### config.mk
export PLATFORM = sky130hd
export DESIGN_NAME = divider_seq
export DESIGN_NICKNAME = d
export VERILOG_FILES = /design/src/rtl/divider_pkg.sv /design/src/rtl/div_step.sv /design/src/rtl/divider_seq.sv
export SDC_FILE = /design/constraint.sdc
export NUM_CORES = 1
export LEC_CHECK = 0
export ABC_CLOCK_PERIOD_IN_PS = 3600
export CAP_MARGIN = 20
export CELL_PAD_IN_SITES_DETAIL_PLACEMENT = 0
export CELL_PAD_IN_SITES_GLOBAL_PLACEMENT = 1
export CORE_MARGIN = 2
export CORE_UTILIZATION = 40
export CTS_CLUSTER_DIAMETER = 200
export DETAILED_ROUTE_END_ITERATION = 12
export PLACE_DENSITY_LB_ADDON = 0.1
export SYNTH_ARGS = -nofsm -noshare
export SYNTH_HDL_FRONTEND = slang
export SYNTH_HIERARCHICAL = 1
export SYNTH_SLANG_ARGS = --single-unit
### constraint.sdc
create_clock -name clk -period 3.6 [get_ports clk]
set_input_delay 0.9 -clock clk [delete_from_list [all_inputs] [get_ports clk]]
set_output_delay 0.9 -clock clk [all_outputs]
set_load 0.01 [all_outputs]
### src/rtl/divider_pkg.sv
// rtl/divider_pkg.sv - shared types and defaults for the sequential divider
//
// Purpose: state encoding, default operand widths and the iteration-counter
// width helper used by divider_seq and its datapath step.
package divider_pkg;

  localparam int DEF_WIDTH_N = 8;  // dividend / quotient width
  localparam int DEF_WIDTH_D = 4;  // divisor / remainder width

  // Counter must be able to hold the value WIDTH_N itself.
  function automatic int cnt_width(input int n);
    return $clog2(n + 1);
  endfunction

  localparam int DEF_CNT_W = cnt_width(DEF_WIDTH_N);

  typedef enum logic {
    IDLE = 1'b0,
    RUN  = 1'b1
  } state_t;

endpackage

### src/rtl/div_step.sv
// rtl/div_step.sv - one restoring-division step (combinational)
//
// Purpose: shift the partial remainder left taking in one dividend bit,
// subtract the divisor when it fits and report the resulting quotient bit.
// Ports:
//   i_prem    [WIDTH_D:0]   current partial remainder
//   i_bit                   next dividend bit (MSB first)
//   i_divisor [WIDTH_D-1:0] divisor
//   o_prem    [WIDTH_D:0]   next partial remainder
//   o_qbit                  quotient bit produced by this step
module div_step #(
  parameter int WIDTH_D = 4
) (
  input  logic [WIDTH_D:0]   i_prem,
  input  logic               i_bit,
  input  logic [WIDTH_D-1:0] i_divisor,
  output logic [WIDTH_D:0]   o_prem,
  output logic               o_qbit
);

  // One extra bit of headroom so the shift never loses information; the
  // restored result always fits back into WIDTH_D+1 bits.
  logic [WIDTH_D+1:0] w_shift;
  logic [WIDTH_D+1:0] w_dvs_ext;

  always_comb begin
    w_shift   = {i_prem, i_bit};
    w_dvs_ext = {2'b00, i_divisor};
    o_qbit    = (w_shift >= w_dvs_ext);
    o_prem    = o_qbit ? (WIDTH_D+1)'(w_shift - w_dvs_ext)
                       : (WIDTH_D+1)'(w_shift);
  end

endmodule

### src/rtl/divider_seq.sv
// rtl/divider_seq.sv - sequential unsigned restoring divider, one quotient bit per clock
//
// Purpose: divides an unsigned WIDTH_N-bit dividend by a WIDTH_D-bit divisor
// using a start/busy/done handshake. Latency is WIDTH_N cycles, or one cycle
// for a zero divisor.
// Ports:
//   clk, rst_n                clock, asynchronous active-low reset
//   start                     request; sampled only in IDLE
//   dividend  [WIDTH_N-1:0]   captured on the accepted start edge
//   divisor   [WIDTH_D-1:0]   captured on the accepted start edge
//   quotient  [WIDTH_N-1:0]   result, valid from done until the next start
//   remainder [WIDTH_D-1:0]   result, same validity as quotient
//   busy                      division in progress
//   done                      one-cycle result-valid pulse
//   div_zero                  captured divisor was zero (held with results)
//   sinal                     sign flag, always 0 (unsigned)
module divider_seq
  import divider_pkg::*;
#(
  parameter int WIDTH_N = DEF_WIDTH_N,
  parameter int WIDTH_D = DEF_WIDTH_D
) (
  input  logic               clk,
  input  logic               rst_n,
  input  logic               start,
  input  logic [WIDTH_N-1:0] dividend,
  input  logic [WIDTH_D-1:0] divisor,
  output logic [WIDTH_N-1:0] quotient,
  output logic [WIDTH_D-1:0] remainder,
  output logic               busy,
  output logic               done,
  output logic               div_zero,
  output logic               sinal
);

  localparam int CW = cnt_width(WIDTH_N);

  state_t             r_state;
  state_t             w_next_state;
  logic [CW-1:0]      r_cnt;
  logic [WIDTH_D:0]   r_prem;
  // Holds the dividend on entry; dividend bits leave at the MSB while
  // quotient bits enter at the LSB, so it ends up holding the quotient.
  logic [WIDTH_N-1:0] r_dvd;
  logic [WIDTH_D-1:0] r_dvs;
  logic [WIDTH_N-1:0] r_quotient;
  logic [WIDTH_D-1:0] r_remainder;
  logic               r_done;
  logic               r_div_zero;

  logic [WIDTH_D:0]   w_step_prem;
  logic               w_qbit;
  logic               w_accept;
  logic               w_zero_div;
  logic               w_last;
  logic               w_busy;

  div_step #(
    .WIDTH_D (WIDTH_D)
  ) u_step (
    .i_prem    (r_prem),
    .i_bit     (r_dvd[WIDTH_N-1]),
    .i_divisor (r_dvs),
    .o_prem    (w_step_prem),
    .o_qbit    (w_qbit)
  );

  // State register
  always_ff @(posedge clk or negedge rst_n) begin
    if (!rst_n) begin
      r_state <= IDLE;
    end else begin
      r_state <= w_next_state;
    end
  end

  // Next-state logic
  always_comb begin
    w_next_state = r_state;
    case (r_state)
      IDLE: if (start) w_next_state = RUN;
      RUN:  if (w_zero_div || w_last) w_next_state = IDLE;
      default: w_next_state = IDLE;
    endcase
  end

  // Output / control decode
  always_comb begin
    w_accept   = (r_state == IDLE) && start;
    w_zero_div = (r_dvs == '0);
    w_last     = (r_cnt == CW'(1));
    w_busy     = (r_state == RUN);
  end

  // Datapath and registered results
  always_ff @(posedge clk or negedge rst_n) begin
    if (!rst_n) begin
      r_cnt       <= '0;
      r_prem      <= '0;
      r_dvd       <= '0;
      r_dvs       <= '0;
      r_quotient  <= '0;
      r_remainder <= '0;
      r_done      <= 1'b0;
      r_div_zero  <= 1'b0;
    end else begin
      r_done <= 1'b0;
      if (w_accept) begin
        r_dvd      <= dividend;
        r_dvs      <= divisor;
        r_prem     <= '0;
        r_cnt      <= CW'(WIDTH_N);
        r_div_zero <= 1'b0;
      end else if (r_state == RUN) begin
        if (w_zero_div) begin
          // r_dvd has not shifted yet, so its low bits are the raw dividend.
          r_quotient  <= '1;
          r_remainder <= r_dvd[WIDTH_D-1:0];
          r_div_zero  <= 1'b1;
          r_done      <= 1'b1;
          r_cnt       <= '0;
        end else begin
          r_prem <= w_step_prem;
          r_dvd  <= {r_dvd[WIDTH_N-2:0], w_qbit};
          r_cnt  <= r_cnt - CW'(1);
          if (w_last) begin
            // Partial remainder is below the divisor here, so its top bit is 0.
            r_quotient  <= {r_dvd[WIDTH_N-2:0], w_qbit};
            r_remainder <= w_step_prem[WIDTH_D-1:0];
            r_done      <= 1'b1;
          end
        end
      end
    end
  end

  assign quotient  = r_quotient;
  assign remainder = r_remainder;
  assign busy      = w_busy;
  assign done      = r_done;
  assign div_zero  = r_div_zero;
  assign sinal     = 1'b0;

endmodule

==> flow_summary.toml, run 1 <==
[place]
place.gp.congestion = 0.836
dp_slack_ns = 0.715
port_buffers = 29
hpwl_mm = 2.95

[clock_network]
postCtsResizedCells = 0
cts_tree = "done"
hold_buffers = 0
clock_sinks = 36
clock_latency_ns = 0.29
clk_pin_slew_ns = 0.08
cts_made_buffers = 5
cts-root-buf = "clkbuf_8"
post_cts_buffers = 0
clock_path_buffers = 2
h-tree-depth = 2

[run]
cap_violations = 0

[critical_path]
reg2reg_from = "r_dvs[0]$_DFFE_PN0P_"
slowest_delay_ns = 0.57
path_class = "reg2reg"
cp.depth = 8
crit_end = "remainder[1]$_DFFE_PN0P_"
cp_top_family = "compound AO/OA/AOI/OAI gates"
startpoint_type = "register"
worst_ep_required_time_ns = 3.78
critPathCaptureType = "register"
crit_chain = "ha_1 > inv_1 > fa_1 > a21o_2 > a2111oi_4 > mux2_4 > or3_1 > o221a_1"
reg2reg_depth = 8
path_buf_inv = 1
reg2reg_slack_ns = 0.73
crit_path_start = "r_dvs[0]$_DFFE_PN0P_"
cp.arrival_ns = 3.06
cp_slowest_cell = "a2111oi_4"
reg2reg_to = "remainder[1]$_DFFE_PN0P_"
path_max_fanout = 8

[route]
vias = 1401
drtIter0Drc = 50
drc = 0
wire_per_inst_um = 15.9
dr.pass1.iters = 4
drt.antenna.violating_nets = 0
routed_wl_mm = 4.10
via_per_inst = 5.43

[timing]
finalSetupViolations = 0
finalHoldViolations = 0
grt_setup_unrepaired = "false"
fin_setup_tns_ns = 0
slew_viol_final = 0
relSlewSlack_pct = 52.9
period_share_pct = 79.8
worstMarginPinSlew_ns = 0.696
finalCriticalPeriod_ns = 2.87
clock.fmax_ghz = 0.348
fin_skew_ns = 0.00858
setup_ws_ns = 0.726

[global_route]
grt_max_degree = 37
grt_use_met2_pct = 27.6
met3_usage_pct = 4.31
grt_pass1_wl_mm = 7.20
grt_use_total_pct = 17.9
first_global_vias = 1465
grt.overflow.total = 0
grtUsageMet1_pct = 25.1
grt.busiest_layer = "met2"
antenna_found_initial = 0

[synthesis]
ys.flop_type = "dfrtp_1"
avgSynthCellArea_um2 = 10.7
synth_cell_types = 42
syn-num-nets = 196
synth_sequential_area_ratio_pct = 48.2
syn-cell-area_mm2 = 0.00187
yosysMostFrequentCell = "dfrtp_1"
ys_warn_count = 6
yosys-top-cells-count = "36 x dfrtp_1, 21 x nand2_1, 17 x inv_1"
synth.largest_area_cell = "dfrtp_1"
synth_top_area_share_pct = 48.2
synthArstFlopShare_pct = 100
synth-seq-cells = 36
synth_edf_count = 0
synthCells = 174
synth_area_leaders = "dfrtp_1 48%, mux2i_1 4.3%, nand2_1 4.2%"

[min_path]
hold_class = "reg2reg"

[cells_and_area]
diodes = 0
area_delta_synth_final_pct = 22.6
post-route-util_pct = 51.9
nNetsFinal = 227
layout-drive-gt1-share_pct = 12.6

[floorplanning]
core_area_mm2 = 0.00441
start_util_pct = 42.3
row_count = 24
io-pin-count = 31
die_w_um = 72.3
die_y_um = 72.3
dieArea_mm2 = 0.00523

[power]
leakagePower_nw = 1.00
power_mw = 2.32
power_density_mw_per_mm2 = 1010
ir_worst_vdd_mv = 0.449

[status]
status = "finished, final reports clean"
-- registers in the layout (all words and copies together), names as in the netlist --
register and cells:
busy 1, div_zero 1, r_dvs 4, quotient 8
r_prem 5, r_cnt 4, remainder 4, done 1
r_dvd 8
-- stage by stage --
step	std cells	hold WS (ns)	cell area, µm²
floorplan	174	0.479	1870
global placement	250	0.481	2190
detailed placement	250	0.490	2190
CTS	258	0.507	2290
global route	258	0.531	2290
finish	258	0.498	2290
-- placed cells by master, fill, tap and decap left out, drive strengths merged, types with 2 or more instances in the layout --
master / synthesis / routed
dfrtp: 36 / 36
clkdlybuf4s50: 0 / 29
nand2: 22 / 22
inv: 17 / 18
o21ai: 12 / 12
a21oi: 10 / 10
mux2i: 8 / 8
o22ai: 6 / 6
o211ai: 6 / 6
ha: 6 / 6
clkbuf: 2 / 6
mux2: 5 / 5
or3: 4 / 4
a21o: 4 / 4
o221a: 4 / 4
buf: 6 / 3
nor2: 2 / 2
nand2b: 2 / 2
xnor2: 2 / 2
nor2b: 2 / 2
a211oi: 2 / 2
nand3: 2 / 2
-- worst min-delay path, cell delays in order, from the launching register on --
cell	delay, ns
dfrtp_1	0.34
nand2_1	0.05
o211ai_1	0.07
-- cells by family after synthesis --
family                     count (synthesis)  share of synthesized area, %
AOI/OAI and AO/OA                         51                          20.6
and+or+nand+nor                           38                          10.7
DFF                                       36                          48.2
buffers and inverters                     25                          6.23
muxes                                     13                          7.50
adders and majority gates                  7                          5.09
xor gates and xnor gates                   3                          1.41
other                                      1                         0.201
-- where the power goes --
part	total [mW]	leakage [nW]	internal [mW]	switching [mW]
clock network	0.306	0.0516	0.156	0.150
registers	0.802	0.406	0.604	0.197
logic	1.21	0.546	0.616	0.594
-- worst min-delay path by stage --
| stage | to | cells past startpoint | startpoint |
|---|---|---|---|
| floorplan | r_prem[4]$_DFFE_PN0P_ | 2 | r_prem[4]$_DFFE_PN0P_ |
| global placement | quotient[6]$_DFFE_PN0P_ | 2 | quotient[6]$_DFFE_PN0P_ |
| detailed placement | quotient[2]$_DFFE_PN0P_ | 2 | quotient[2]$_DFFE_PN0P_ |
| CTS | quotient[5]$_DFFE_PN0P_ | 2 | quotient[5]$_DFFE_PN0P_ |
| global route | quotient[2]$_DFFE_PN0P_ | 2 | quotient[2]$_DFFE_PN0P_ |
| finish | quotient[5]$_DFFE_PN0P_ | 2 | quotient[5]$_DFFE_PN0P_ |
-- routing by layer --
| layer | routed length [µm] | share of wire (%) |
|---|---|---|
| met5 | 0 | 0 |
| met4 | 61 | 1.5 |
| met3 | 215 | 5.2 |
| met2 | 1870 | 46 |
| met1 | 1960 | 48 |
-- final cells by class --
cell class	count	area, µm²
Tap cell	52	65.1
Timing Repair Buffer	32	313
Clock inverter	2	13.8
Inverter	17	63.8
Clock buffer	6	82.6
Fill cell	400	2120
Sequential cell	36	901
Multi-Input combinational cell	113	851
(Power assumes the default switching activity.)
==> run 2, diff against run 1 <==
Settings changed: ABC_CLOCK_PERIOD_IN_PS 3600 to 2300, CORE_UTILIZATION 40 to 37.
Clock period 3.6 ns to 2.3 ns, I/O delays scaled along.
==> run 2 against run 1 <==
Net effect:
- the flow now finishes with violations (setup timing)
- hold slack better by 0.0045 ns
- clock power up 62%
- routed wire length up 11%
- via count up 6.2%
- flip-flop and latch count unchanged
==> flow_summary.toml, run 2 (synthesis results as in run 1) <==
[clock_network]
h-tree-depth = 2
cts_tree = "done"
cts-root-buf = "clkbuf_8"
clock_sinks = 36
clock_latency_ns = 0.29
cts_made_buffers = 5
hold_buffers = 0
clk_pin_slew_ns = 0.08
clock_path_buffers = 2

[floorplanning]
dieArea_mm2 = 0.00563
die_y_um = 75.1
die_w_um = 75.1
io-pin-count = 31
core_area_mm2 = 0.00479
start_util_pct = 39.0
row_count = 25

[timing]
hold_ws_ns = 0.502
finalCriticalPeriod_ns = 2.49
clock.fmax_ghz = 0.401
grt_setup_unrepaired = "true"
relSlewSlack_pct = 59.7
finalSetupViolations = 5
period_share_pct = 108
worstMarginPinSlew_ns = 0.603
setup_ws_ns = -0.194
finalHoldViolations = 0
slew_viol_final = 0
fin_skew_ns = 0.00812
fin_setup_tns_ns = -0.622

[route]
drtIter0Drc = 92
vias = 1488
via_per_inst = 4.98
drt.antenna.violating_nets = 0
drc = 0
wire_per_inst_um = 15.2
dr.pass1.iters = 4
routed_wl_mm = 4.55

[status]
status = "finished, violations left"
violations = "setup timing"

[place]
place.gp.congestion = 0.916
dpl.cell_count = 287
place_area_mm2 = 0.00238
hpwl_mm = 3.44
port_buffers = 29

[global_route]
antenna_found_initial = 0
grt_pass1_wl_mm = 7.35
grt_max_degree = 15
grt_use_total_pct = 17.8
first_global_vias = 1483
grt.overflow.total = 0

[critical_path]
path_max_fanout = 2
slowest_delay_ns = 0.38
cp.arrival_ns = 2.67
path_buf_inv = 2
cp_top_family = "compound AO/OA/AOI/OAI gates"
cp_slowest_cell = "dfrtp_1"
path_class = "reg2reg"
critPathCaptureType = "register"
crit_chain = "inv_1 > ha_1 > inv_2 > fa_2 > a21o_4 > a2111oi_4 > mux2_4 > or3_1 > o221a_1"
worst_ep_required_time_ns = 2.47
startpoint_type = "register"

[power]
power_density_mw_per_mm2 = 1680
leakagePower_nw = 1.13
ir_worst_vdd_mv = 0.732

[min_path]
hold_class = "reg2reg"

[cells_and_area]
layout_common_cells = "35 x dfrtp_1, 29 x clkdlybuf4s50_1, 29 x buf_4"
diodes = 0
nNetsFinal = 253
postLayoutCellArea_mm2 = 0.00253
fin_cells = 299
area_delta_synth_final_pct = 35.4
layout-drive-gt1-share_pct = 24.6
layout_commonest_cell = "dfrtp_1"
fillers = 446

[run]
cap_violations = 0
==> run 2: worst reg2reg max path: cells and delay by family (launching register included) <==
| kind | cells | cell delay [ns] |
|---|---|---|
| and+or+nand+nor | 1 | 0.38 |
| DFF | 1 | 0.38 |
| adders and majority gates | 2 | 0.50 |
| buffers and inverters | 2 | 0.11 |
| muxes | 1 | 0.33 |
| AOI/OAI and AO/OA | 3 | 0.69 |
==> run 2: per-layer routing <==
| metal | vias up | wire (µm) | GRT usage, % |
|---|---|---|---|
| li1 | 733 | - | - |
| met1 | 703 | 2050 | 23.0 |
| met2 | 39 | 2170 | 28.5 |
| met3 | 13 | 201 | 3.75 |
| met4 | 0 | 127 | 8.13 |
| met5 | - | 0 | 0 |
==> run 2: path summary, 6_finish.rpt <==
path | from | endpoint | slack, ns | depth (start not counted)
worst min-delay path | quotient[2]$_DFFE_PN0P_ | quotient[2]$_DFFE_PN0P_ | 0.50 | 2
max in group asynchronous | rst_n | r_dvd[5]$_DFFE_PN0P_ | 1.13 | 2
worst max-delay path | r_dvd[7]$_DFFE_PN0P_ | remainder[1]$_DFFE_PN0P_ | -0.19 | 9
min in group asynchronous | rst_n | remainder[2]$_DFFE_PN0P_ | 0.61 | 1
worst max register to register | r_dvd[7]$_DFFE_PN0P_ | remainder[1]$_DFFE_PN0P_ | -0.19 | 9
worst min register to register | quotient[2]$_DFFE_PN0P_ | quotient[2]$_DFFE_PN0P_ | 0.50 | 2
==> run 2: repair_timing <==
| action | CTS | global route |
|---|---|---|
| setup endpoints to repair | 6 | 10 |
| resized for setup | 7 | 1 |
| buffers inserted | 2 | 2 |
| pin swaps | 0 | 1 |
==> run 2: cell type report <==
| cell class | instances | area [µm²] | area share (%) |
|---|---|---|---|
| Sequential cell | 36 | 902 | 35.7 |
| Multi-Input combinational cell | 113 | 871 | 34.4 |
| Timing Repair Buffer | 58 | 508 | 20.1 |
| Clock buffer | 8 | 100 | 3.96 |
| Tap cell | 67 | 83.8 | 3.32 |
| Inverter | 17 | 63.8 | 2.52 |
==> run 2: report_power, final <==
part	switching, mW	total, mW	leakage, nW	internal [mW]
combinational	1.19	2.58	0.676	1.39
clock	0.223	0.497	0.0515	0.274
sequential	0.224	1.17	0.405	0.950
total	1.64	4.25	1.13	2.61
==> run 2: stage by stage <==
stage | worst slack [ns] | total power [mW] | utilization, %
after floorplan | -0.229 | 2.57 | -
final | -0.194 | 4.25 | 52.8
after global placement | -0.119 | 3.50 | 49.8
after CTS | -0.189 | 4.20 | 52.4
after global routing | -0.283 | 4.60 | 52.8
after detailed placement | -0.163 | 3.56 | 49.8
